[config.mk]
export PLATFORM = sky130hd
export DESIGN_NAME = arm_control_unit
export DESIGN_NICKNAME = d
export VERILOG_FILES = /design/src/rtl/arm_ctrl_pkg.sv /design/src/rtl/arm_cond_eval.sv /design/src/rtl/arm_control_unit.sv
export SDC_FILE = /design/constraint.sdc
export NUM_CORES = 1
export LEC_CHECK = 0
export ABC_AREA = 1
export BUFFER_PORTS_ARGS = -buffer_cell sky130_fd_sc_hd__buf_2
export CORE_ASPECT_RATIO = 2
export CORE_UTILIZATION = 37
export DETAILED_ROUTE_END_ITERATION = 16
export PLACE_DENSITY = 0.85
export SLEW_MARGIN = 30
export SYNTH_ARGS = -nofsm -noshare
export SYNTH_HDL_FRONTEND = slang
export SYNTH_SLANG_ARGS = --single-unit
[constraint.sdc]
create_clock -name CLK -period 1.5 [get_ports CLK]
set_input_delay 0.3 -clock CLK [delete_from_list [all_inputs] [get_ports CLK]]
set_output_delay 0.3 -clock CLK [all_outputs]
set_load 0.005 [all_outputs]
[src/rtl/arm_ctrl_pkg.sv]
// Shared definitions for the ARM multi-cycle control unit.
// Contents: FSM state encodings, ALU opcodes (ARM data-processing encoding),
// datapath mux-select codes, memory transfer sizes and ARM condition codes.
package arm_ctrl_pkg;

    typedef enum logic [3:0] {
        S_RST = 4'd0,
        S_F0  = 4'd1,
        S_F1  = 4'd2,
        S_F2  = 4'd3,
        S_F3  = 4'd4,
        S_DEC = 4'd5,
        S_DP  = 4'd6,
        S_MA  = 4'd7,
        S_LD0 = 4'd8,
        S_LD1 = 4'd9,
        S_ST0 = 4'd10,
        S_ST1 = 4'd11,
        S_BL  = 4'd12,
        S_BR  = 4'd13
    } state_e;

    // ALU opcodes used when the unit, not the instruction, picks the operation
    localparam logic [3:0] ALU_SUB = 4'b0010;
    localparam logic [3:0] ALU_ADD = 4'b0100;
    localparam logic [3:0] ALU_MOV = 4'b1101;

    // Register-file write port select
    localparam logic [1:0] WRA_RD  = 2'd0;
    localparam logic [1:0] WRA_R15 = 2'd1;
    localparam logic [1:0] WRA_R14 = 2'd2;

    // Register-file read port A select
    localparam logic [1:0] SRA_RN  = 2'd0;
    localparam logic [1:0] SRA_R15 = 2'd1;

    // Register-file read port B select
    localparam logic [1:0] SRB_R15 = 2'd1;
    localparam logic [1:0] SRB_RD  = 2'd2;
    localparam logic [1:0] SRB_RM  = 2'd3;

    // ALU operand-B select
    localparam logic [1:0] SALUB_MDR    = 2'd0;
    localparam logic [1:0] SALUB_FOUR   = 2'd1;
    localparam logic [1:0] SALUB_BRANCH = 2'd2;
    localparam logic [1:0] SALUB_SHIFT  = 2'd3;

    // Sign/zero-extender select: 12-bit load/store offset
    localparam logic [1:0] SISE_IMM12 = 2'b01;

    // Memory transfer size
    localparam logic [1:0] DS_BYTE = 2'b00;
    localparam logic [1:0] DS_WORD = 2'b10;

    // ARM condition field encodings
    localparam logic [3:0] COND_EQ = 4'b0000;
    localparam logic [3:0] COND_NE = 4'b0001;
    localparam logic [3:0] COND_CS = 4'b0010;
    localparam logic [3:0] COND_CC = 4'b0011;
    localparam logic [3:0] COND_MI = 4'b0100;
    localparam logic [3:0] COND_PL = 4'b0101;
    localparam logic [3:0] COND_VS = 4'b0110;
    localparam logic [3:0] COND_VC = 4'b0111;
    localparam logic [3:0] COND_HI = 4'b1000;
    localparam logic [3:0] COND_LS = 4'b1001;
    localparam logic [3:0] COND_GE = 4'b1010;
    localparam logic [3:0] COND_LT = 4'b1011;
    localparam logic [3:0] COND_GT = 4'b1100;
    localparam logic [3:0] COND_LE = 4'b1101;
    localparam logic [3:0] COND_AL = 4'b1110;

endpackage

[src/rtl/arm_cond_eval.sv]
// ARM condition-code evaluator (combinational).
// Ports:
//   cond  in  4  instruction condition field IR[31:28]
//   Flags in  4  N=Flags[3], Z=Flags[2], C=Flags[1], V=Flags[0]
//   pass  out 1  1 when the instruction should execute; 1111 never executes
module arm_cond_eval
    import arm_ctrl_pkg::*;
(
    input  logic [3:0] cond,
    input  logic [3:0] Flags,
    output logic       pass
);

    logic n, z, c, v;

    assign n = Flags[3];
    assign z = Flags[2];
    assign c = Flags[1];
    assign v = Flags[0];

    always_comb begin
        case (cond)
            COND_EQ: pass = z;
            COND_NE: pass = ~z;
            COND_CS: pass = c;
            COND_CC: pass = ~c;
            COND_MI: pass = n;
            COND_PL: pass = ~n;
            COND_VS: pass = v;
            COND_VC: pass = ~v;
            COND_HI: pass = c & ~z;
            COND_LS: pass = ~c | z;
            COND_GE: pass = ~(n ^ v);
            COND_LT: pass = n ^ v;
            COND_GT: pass = ~z & ~(n ^ v);
            COND_LE: pass = z | (n ^ v);
            COND_AL: pass = 1'b1;
            default: pass = 1'b0;
        endcase
    end

endmodule

[src/rtl/arm_control_unit.sv]
// Multi-cycle Moore control unit for the ARM datapath:
// fetch, decode/condition check, execute; with a memory-response timeout.
// Ports:
//   CLK, CLR (async active-low reset), IR (instruction), MFC (memory done),
//   Flags (NZCV) in;
//   MFA, RW_RAM, SALU, RF_CLR, RF_RW, SSAB, SSOP, SMA, STA datapath controls;
//   MAR_EN, SR_EN, SE_EN, MDR_EN, SHT_EN, IR_EN, SGN_EN enables;
//   DataSize, WRA, SRA, SRB, SISE, SALUB selects; ALUA ALU opcode;
//   ABORT one-cycle pulse on memory timeout; STATE debug view of the FSM.
module arm_control_unit
    import arm_ctrl_pkg::*;
#(
    parameter int MFC_TIMEOUT = 16,
    parameter int STATE_W     = 4
)
(
    input  logic               CLK,
    input  logic               CLR,
    input  logic [31:0]        IR,
    input  logic               MFC,
    input  logic [3:0]         Flags,
    output logic               MFA,
    output logic               RW_RAM,
    output logic               SALU,
    output logic               RF_CLR,
    output logic               RF_RW,
    output logic               SSAB,
    output logic               SSOP,
    output logic               SMA,
    output logic               STA,
    output logic               MAR_EN,
    output logic               SR_EN,
    output logic               SE_EN,
    output logic               MDR_EN,
    output logic               SHT_EN,
    output logic               IR_EN,
    output logic               SGN_EN,
    output logic [1:0]         DataSize,
    output logic [1:0]         WRA,
    output logic [1:0]         SRA,
    output logic [1:0]         SRB,
    output logic [1:0]         SISE,
    output logic [1:0]         SALUB,
    output logic [3:0]         ALUA,
    output logic               ABORT,
    output logic [STATE_W-1:0] STATE
);

    localparam int CNT_W = (MFC_TIMEOUT > 1) ? $clog2(MFC_TIMEOUT) : 1;
    localparam logic [CNT_W-1:0] CNT_LAST = CNT_W'(MFC_TIMEOUT - 1);

    state_e           state;
    state_e           state_next;
    logic [CNT_W-1:0] wait_cnt;
    logic             abort_q;
    logic             cond_pass;
    logic             in_wait;
    logic             timeout;

    arm_cond_eval u_cond (
        .cond  (IR[31:28]),
        .Flags (Flags),
        .pass  (cond_pass)
    );

    assign in_wait = (state == S_F2) || (state == S_LD0) || (state == S_ST1);
    // MFC has priority: a response on the last allowed cycle is not a timeout
    assign timeout = in_wait && !MFC && (wait_cnt == CNT_LAST);

    assign ABORT = abort_q;
    assign STATE = STATE_W'(state);

    always_ff @(posedge CLK or negedge CLR) begin
        if (!CLR) begin
            state    <= S_RST;
            wait_cnt <= '0;
            abort_q  <= 1'b0;
        end else begin
            state   <= state_next;
            // Registered so the pulse lands in the S_F0 cycle after the abort
            abort_q <= timeout;
            // Counter only survives while parked in the same wait state
            if (in_wait && (state_next == state))
                wait_cnt <= wait_cnt + CNT_W'(1);
            else
                wait_cnt <= '0;
        end
    end

    always_comb begin
        state_next = state;
        MFA      = 1'b0;
        RW_RAM   = 1'b0;
        SALU     = 1'b0;
        RF_CLR   = 1'b0;
        RF_RW    = 1'b0;
        SSAB     = 1'b0;
        SSOP     = 1'b0;
        SMA      = 1'b0;
        STA      = 1'b0;
        MAR_EN   = 1'b0;
        SR_EN    = 1'b0;
        SE_EN    = 1'b0;
        MDR_EN   = 1'b0;
        SHT_EN   = 1'b0;
        IR_EN    = 1'b0;
        SGN_EN   = 1'b0;
        DataSize = 2'b00;
        WRA      = 2'b00;
        SRA      = 2'b00;
        SRB      = 2'b00;
        SISE     = 2'b00;
        SALUB    = 2'b00;
        ALUA     = 4'b0000;

        case (state)
            S_RST: begin
                RF_CLR     = 1'b1;
                state_next = S_F0;
            end
            S_F0: begin
                SRB        = SRB_R15;
                SSOP       = 1'b1;
                SALUB      = SALUB_SHIFT;
                ALUA       = ALU_MOV;
                MAR_EN     = 1'b1;
                state_next = S_F1;
            end
            S_F1: begin
                SRA        = SRA_R15;
                SALUB      = SALUB_FOUR;
                ALUA       = ALU_ADD;
                WRA        = WRA_R15;
                RF_RW      = 1'b1;
                MFA        = 1'b1;
                RW_RAM     = 1'b1;
                SMA        = 1'b1;
                MDR_EN     = 1'b1;
                DataSize   = DS_WORD;
                state_next = S_F2;
            end
            S_F2: begin
                MFA      = 1'b1;
                RW_RAM   = 1'b1;
                SMA      = 1'b1;
                MDR_EN   = 1'b1;
                DataSize = DS_WORD;
                if (MFC)
                    state_next = S_F3;
                else if (timeout)
                    state_next = S_F0;
            end
            S_F3: begin
                IR_EN      = 1'b1;
                state_next = S_DEC;
            end
            S_DEC: begin
                if (!cond_pass)
                    state_next = S_F0;
                else if (IR[27:26] == 2'b00)
                    state_next = S_DP;
                else if (IR[27:26] == 2'b01 && !IR[25])
                    state_next = S_MA;
                else if (IR[27:25] == 3'b101)
                    state_next = IR[24] ? S_BL : S_BR;
                else
                    state_next = S_F0;
            end
            S_DP: begin
                SALU   = 1'b1;
                SRA    = SRA_RN;
                SRB    = SRB_RM;
                SALUB  = SALUB_SHIFT;
                WRA    = WRA_RD;
                SHT_EN = 1'b1;
                SSOP   = ~IR[25];
                SE_EN  = IR[25];
                SSAB   = IR[4];
                STA    = IR[25];
                // TST/TEQ/CMP/CMN only update flags
                RF_RW  = (IR[24:23] != 2'b10);
                SR_EN  = IR[20];
                state_next = S_F0;
            end
            S_MA: begin
                SRA        = SRA_RN;
                SE_EN      = 1'b1;
                SISE       = SISE_IMM12;
                SSOP       = 1'b0;
                SALUB      = SALUB_SHIFT;
                ALUA       = IR[23] ? ALU_ADD : ALU_SUB;
                MAR_EN     = 1'b1;
                state_next = IR[20] ? S_LD0 : S_ST0;
            end
            S_LD0: begin
                MFA      = 1'b1;
                RW_RAM   = 1'b1;
                SMA      = 1'b1;
                SGN_EN   = 1'b1;
                MDR_EN   = 1'b1;
                DataSize = IR[22] ? DS_BYTE : DS_WORD;
                if (MFC)
                    state_next = S_LD1;
                else if (timeout)
                    state_next = S_F0;
            end
            S_LD1: begin
                SALUB      = SALUB_MDR;
                ALUA       = ALU_MOV;
                WRA        = WRA_RD;
                RF_RW      = 1'b1;
                state_next = S_F0;
            end
            S_ST0: begin
                SRB        = SRB_RD;
                SSOP       = 1'b1;
                SALUB      = SALUB_SHIFT;
                ALUA       = ALU_MOV;
                SMA        = 1'b0;
                MDR_EN     = 1'b1;
                state_next = S_ST1;
            end
            S_ST1: begin
                MFA      = 1'b1;
                RW_RAM   = 1'b0;
                DataSize = IR[22] ? DS_BYTE : DS_WORD;
                if (MFC || timeout)
                    state_next = S_F0;
            end
            S_BL: begin
                SRB        = SRB_R15;
                SSOP       = 1'b1;
                SALUB      = SALUB_SHIFT;
                ALUA       = ALU_MOV;
                WRA        = WRA_R14;
                RF_RW      = 1'b1;
                state_next = S_BR;
            end
            S_BR: begin
                SRA        = SRA_R15;
                SALUB      = SALUB_BRANCH;
                ALUA       = ALU_ADD;
                WRA        = WRA_R15;
                RF_RW      = 1'b1;
                state_next = S_F0;
            end
            default: state_next = S_RST;
        endcase
    end

endmodule
## Word level (Yosys, flattened, before mapping)

Cells that the tools add are included.

- RAM bits: 0
- Memory bits (read-only): 0
- Bits in registers: 9
- Word-level logic and storage cells: 108
- Input port bits: 39
- Latch bits: 0
- Output and inout bits: 37
- Memories: 0

- Divide/modulo/power cells: 0
- Mux-type cells: 36
- Reduce and logical (&&, ||, !) cells: 25
- $add $sub $neg: 1
- $mul: 0
- Shift operators: 0
- Equal/unequal tests: 32
- Bitwise operators: 11
- Order comparisons: 0

Operators with widths:

| cell | count |
|---|---|
| == test 4 bit (second input constant) | 14 |
| case mux 4 bit (11 select lines) | 1 |
| 2-to-1 mux 4 bit | 9 |
| == test 4 x 3 -> 1 bit (second input constant) | 8 |
| OR reduction 4 bit | 5 |
| == test 4 x 2 -> 1 bit (second input constant) | 4 |
| case mux 1 bit (15 select lines) | 1 |
| 2-to-1 mux 1 bit | 14 |
| case mux 2 bit (3 select lines) | 2 |
| case mux 4 bit (3 select lines) | 1 |
| OR reduction 2 bit | 5 |
| == test 4 x 1 -> 1 bit (second input constant) | 2 |
| logical NOT 4 bit | 2 |
| case mux 2 bit (2 select lines) | 2 |
| NOT 1 bit | 6 |
| case mux 1 bit (2 select lines) | 3 |
| OR reduction 3 bit | 2 |
| OR reduction 5 bit | 1 |
| adder 4 x 1 -> 4 bit (second input constant) | 1 |
| == test 4 bit | 1 |
| logical AND 1 bit | 4 |
| 2-to-1 mux 2 bit | 2 |
| == test 3 bit (second input constant) | 1 |
| logical OR 1 bit | 3 |
| 8 further kinds | 11 |

## Longest topological paths before layout

- Depth after elaboration: 11
- Gate-level depth with buffers: 15
- Depth with buffers taken out: 15

## By module

Synthesis repeated with hierarchy kept, for this count alone.

- Cell total of the unflattened synthesis: 198
- Area total of the unflattened synthesis: 1107.3 um2

Modules (own cells, without submodules):

| module | seq. area each (um2) | instances | cells each | area each (um2) |
|---|---|---|---|---|
| arm_control_unit | 225.2 | 1 | 143 | 878.3 |
| arm_cond_eval | 0.0 | 1 | 55 | 229.0 |

## Least setup slack after synthesis

No wires, ideal clock.

- Path kind: reg-to-output
- Start point: register state[1] (netlist: STATE[1])
- End point: output ALUA[3]
- Buffers on the path: 1
- Arrival time: 1342 ps
- Stages on the path, launching flop included: 11
- Data required time: 1200 ps
- Path slack: -142 ps
- Path through: dfrtp_1 nor2_2 inv_2 nor2_2 inv_2 nand2_1 inv_1 nand2_1 nor2_1 inv_1 buf_4

- Longest elaborated chain between the ends: 3
- Elaborated cells between the ends (all ways): 10
- Those cells by class: 7 x eq/ne; 1 x mux; 2 x reduce/logical

RTL lines:

| element | line | text |
|---|---|---|
| from (decl) | arm_control_unit.sv:52 | `state_e state;` |
| from (signal assigned) | arm_control_unit.sv:79 | `state <= state_next;` |
| == test 4 bit, or another cell as far along | arm_control_unit.sv:116 | `case (state)` |
| OR reduction 4 bit (no source line) or OR reduction 2 bit (tied branches) | - |  |
| case mux 4 bit (3 select lines) (*) | arm_control_unit.sv:116 |  |
| to (decl) | arm_control_unit.sv:44 | `output logic [3:0] ALUA,` |

Mark *: on every way between the ends. The rest lies on a longest branch, timed or not.

## Worst setup path after layout

- Start point: register state[0] (netlist: STATE[0])
- End point: output ALUA[0]

The elaborated chain is that of the path after synthesis.

==> out/metrics.cfg <==
[yosys]
synth_cells = 191
synthDistinctLibCells = 26
synth-seq-area-share_pct = 20.4
ys_ff_latch = 9
netlist_area_um2 = 1100
synth_area_leaders = dfrtp_1 (20%), nand2_1 (16%), nor2_1 (11%), inv_1 (8.5%), nand3_1 (8.2%)
synth_top_area_share_pct = 20.4
avgSynthCellArea_um2 = 5.78
yosys.area.top_type = dfrtp_1
ys.warnings.count = 0

[die]
die_area_um2 = 3220
ios = 76
dieWidth_um = 40.6
die_y_um = 79.2
start_util_pct = 39.4
rows = 27
core_um2 = 2800

[global_route]
grt_max_degree = 10
antenna_found_initial = 0
grt_usage_pct = 26.0
first_global_vias = 1574
grt_overflow = 0
grt_pass1_wl_mm = 5.95

[worst_hold_path]
holdPathStages = 4
min_to = STATE[1]
min_from = IR[27]
hold_class = input port to flop

[clocking]
cts.htree.levels = 1
cts.sinks = 9
cts_root_buffer = clkbuf_8
cts_buffer_depth = 2
clk_latency_ns = 0.23
cts_tree = done
cts_buffers = 3
path_clk_slew_ns = 0.04

[drt]
drc = 0
postRouteAntennaNets = 0
drt-wirelength-per-cell_um = 13.5
routed_wl_mm = 4.31
num_vias = 1607
drt-initial-drc-count = 28
avgViaCountPerCell = 5.02
first_pass_iters = 4

[status]
violations = negative setup slack
outcome = finished, violations left

[critical_path]
rr_endpoint = wait_cnt[0]
crit_family = flip-flops
cp.required_ns = 1.20
crit_chain = nor2_4, inv_2, nor2_4, inv_2, nand2_2, inv_2, nand2_2, buf_6, nor2_4, inv_2, buf_6
cp_max_fo = 5
cp-end-kind = output port
cp_slowest_stage_delay_ns = 0.47
cp.arrival_ns = 1.60
reg2reg_depth = 12
timing.rr.start = STATE[0]
worstSetupPathType = flop to output port
cp-start-kind = flop
path_common_cell = inv_2
crit_buf_inv = 6
timing.reg2reg.setup_slack_ns = -0.29
crit_cells = 11
critPathSlowestCell = dfrtp_2

[finish]
diodes = 0
nNetsFinal = 332
syn_to_final_growth_pct = 83.3
fill_cells = 220
multi_input_area_um2 = 862
seq_area_um2 = 230
layout_common_cells = buf_2 (47), nand2_1 (42), buf_4 (33)
layout_commonest_cell = buf_2
drive_above_1_share_pct = 57.0
utilization_pct = 72.2

[sta]
rsz0062_at_grt = true
hold_viol_final = 0
period_needed_ns = 1.90
slew_violations = 0
fin_skew_ns = 0.000206
fmaxAchievable_mhz = 526
setup_ws_ns = -0.402
finalCritPeriodShare_pct = 127
setup-violations-final = 34

[power_and_ir_drop]
power_density_nw_per_um2 = 1790
vdd_drop_max_mv = 1.08
total_power_uw = 3630
power.leakage_uw = 0.00116

[placement]
pre_cts_ws_ns = -0.173
io_buffers = 52
routabilityCongestion = 0.821
dp_hpwl_mm = 2.87

[flow_run]
drv_cap = 0

per-layer routing:
metal,track usage [%],part of all wire (%),up-vias
li1,-,-,793
met1,21.0,33,739
met2,50.2,59,54
met3,2.51,3.3,21
met4,16.7,5.4,0
met5,0,0,-
worst max-delay path by stage:
stage	from	to	slack [ns]
6_report	STATE[0]	ALUA[0]	-0.40
5_1_grt	STATE[0]	ALUA[2]	-0.47
4_1_cts	STATE[0]	wait_cnt[0]	-0.26
3_5_place_dp	IR[30]	wait_cnt[0]	-0.17
3_3_place_gp	STATE[3]	SALUB[0]	-0.15
2_1_floorplan	STATE[2]	ALUA[3]	-0.02
synthesized netlist by cell type, drive strengths merged:
cell and number:
xor2 1, buf 6, nand3 19, a211oi 1, nand2 54, ha 1, o21ai 8, o22ai 2
conb 1, dfrtp 9, inv 36, nand3b 2, nor3 6, o211ai 2, xnor2 1, a22oi 2
nor2 36, a21oi 4
registers in the layout, indices dropped and copies added, names as in the netlist:
name      cells
ABORT         1
STATE         4
wait_cnt      4
cell families (layout without fill, tap and decap cells):
logic type,after synthesis,after routing,share of synthesized area (%)
other cells,1,3,0.340
simple gates,117,117,48.8
flops,9,9,20.4
compound gates,19,19,11.5
fa+ha+maj,1,1,1.13
xor+xnor,2,2,1.59
buf+inv,42,140,16.3
report_power, final:
part | total (uW) | internal [uW] | leakage (uW) | switching (uW)
sequential | 441 | 317 | 0.000115 | 124
combinational | 2910 | 1420 | 0.00102 | 1500
clock | 273 | 185 | 0.0000228 | 88.6
final cells by class:
type,count,area share (%)
clock buffer,4,2.23
inverter,36,7.05
multi-input combinational,142,42.6
sequential,9,11.4
tap,29,1.79
timing repair buffer,100,34.9
what timing repair did:
action | in CTS | in global routing
pin swaps | 8 | 7
endpoints found under the hold margin | 9 | 0
gates resized for setup | 40 | 28
setup endpoints to repair | 33 | 36
setup buffers | 14 | 5
hold buffers | 1 | 0
worst min-delay path: stages:
cell and delay [ns]:
buf_2 0.11, a211oi_2 0.05, nand2_1 0.09, nand2_1 0.06
per-stage QoR:
stage          instances  TNS [ns]  area, um2  hold WS [ns]
5_1_grt              320     -9.94       2020         0.451
3_5_place_dp         302     -1.44       1630         0.158
4_1_cts              318     -5.74       1900         0.399
6_report             320     -8.08       2020         0.425
3_3_place_gp         302     -1.15       1630         0.155
2_1_floorplan        193   -0.0176       1130       0.00441
(Power assumes the default switching activity.)
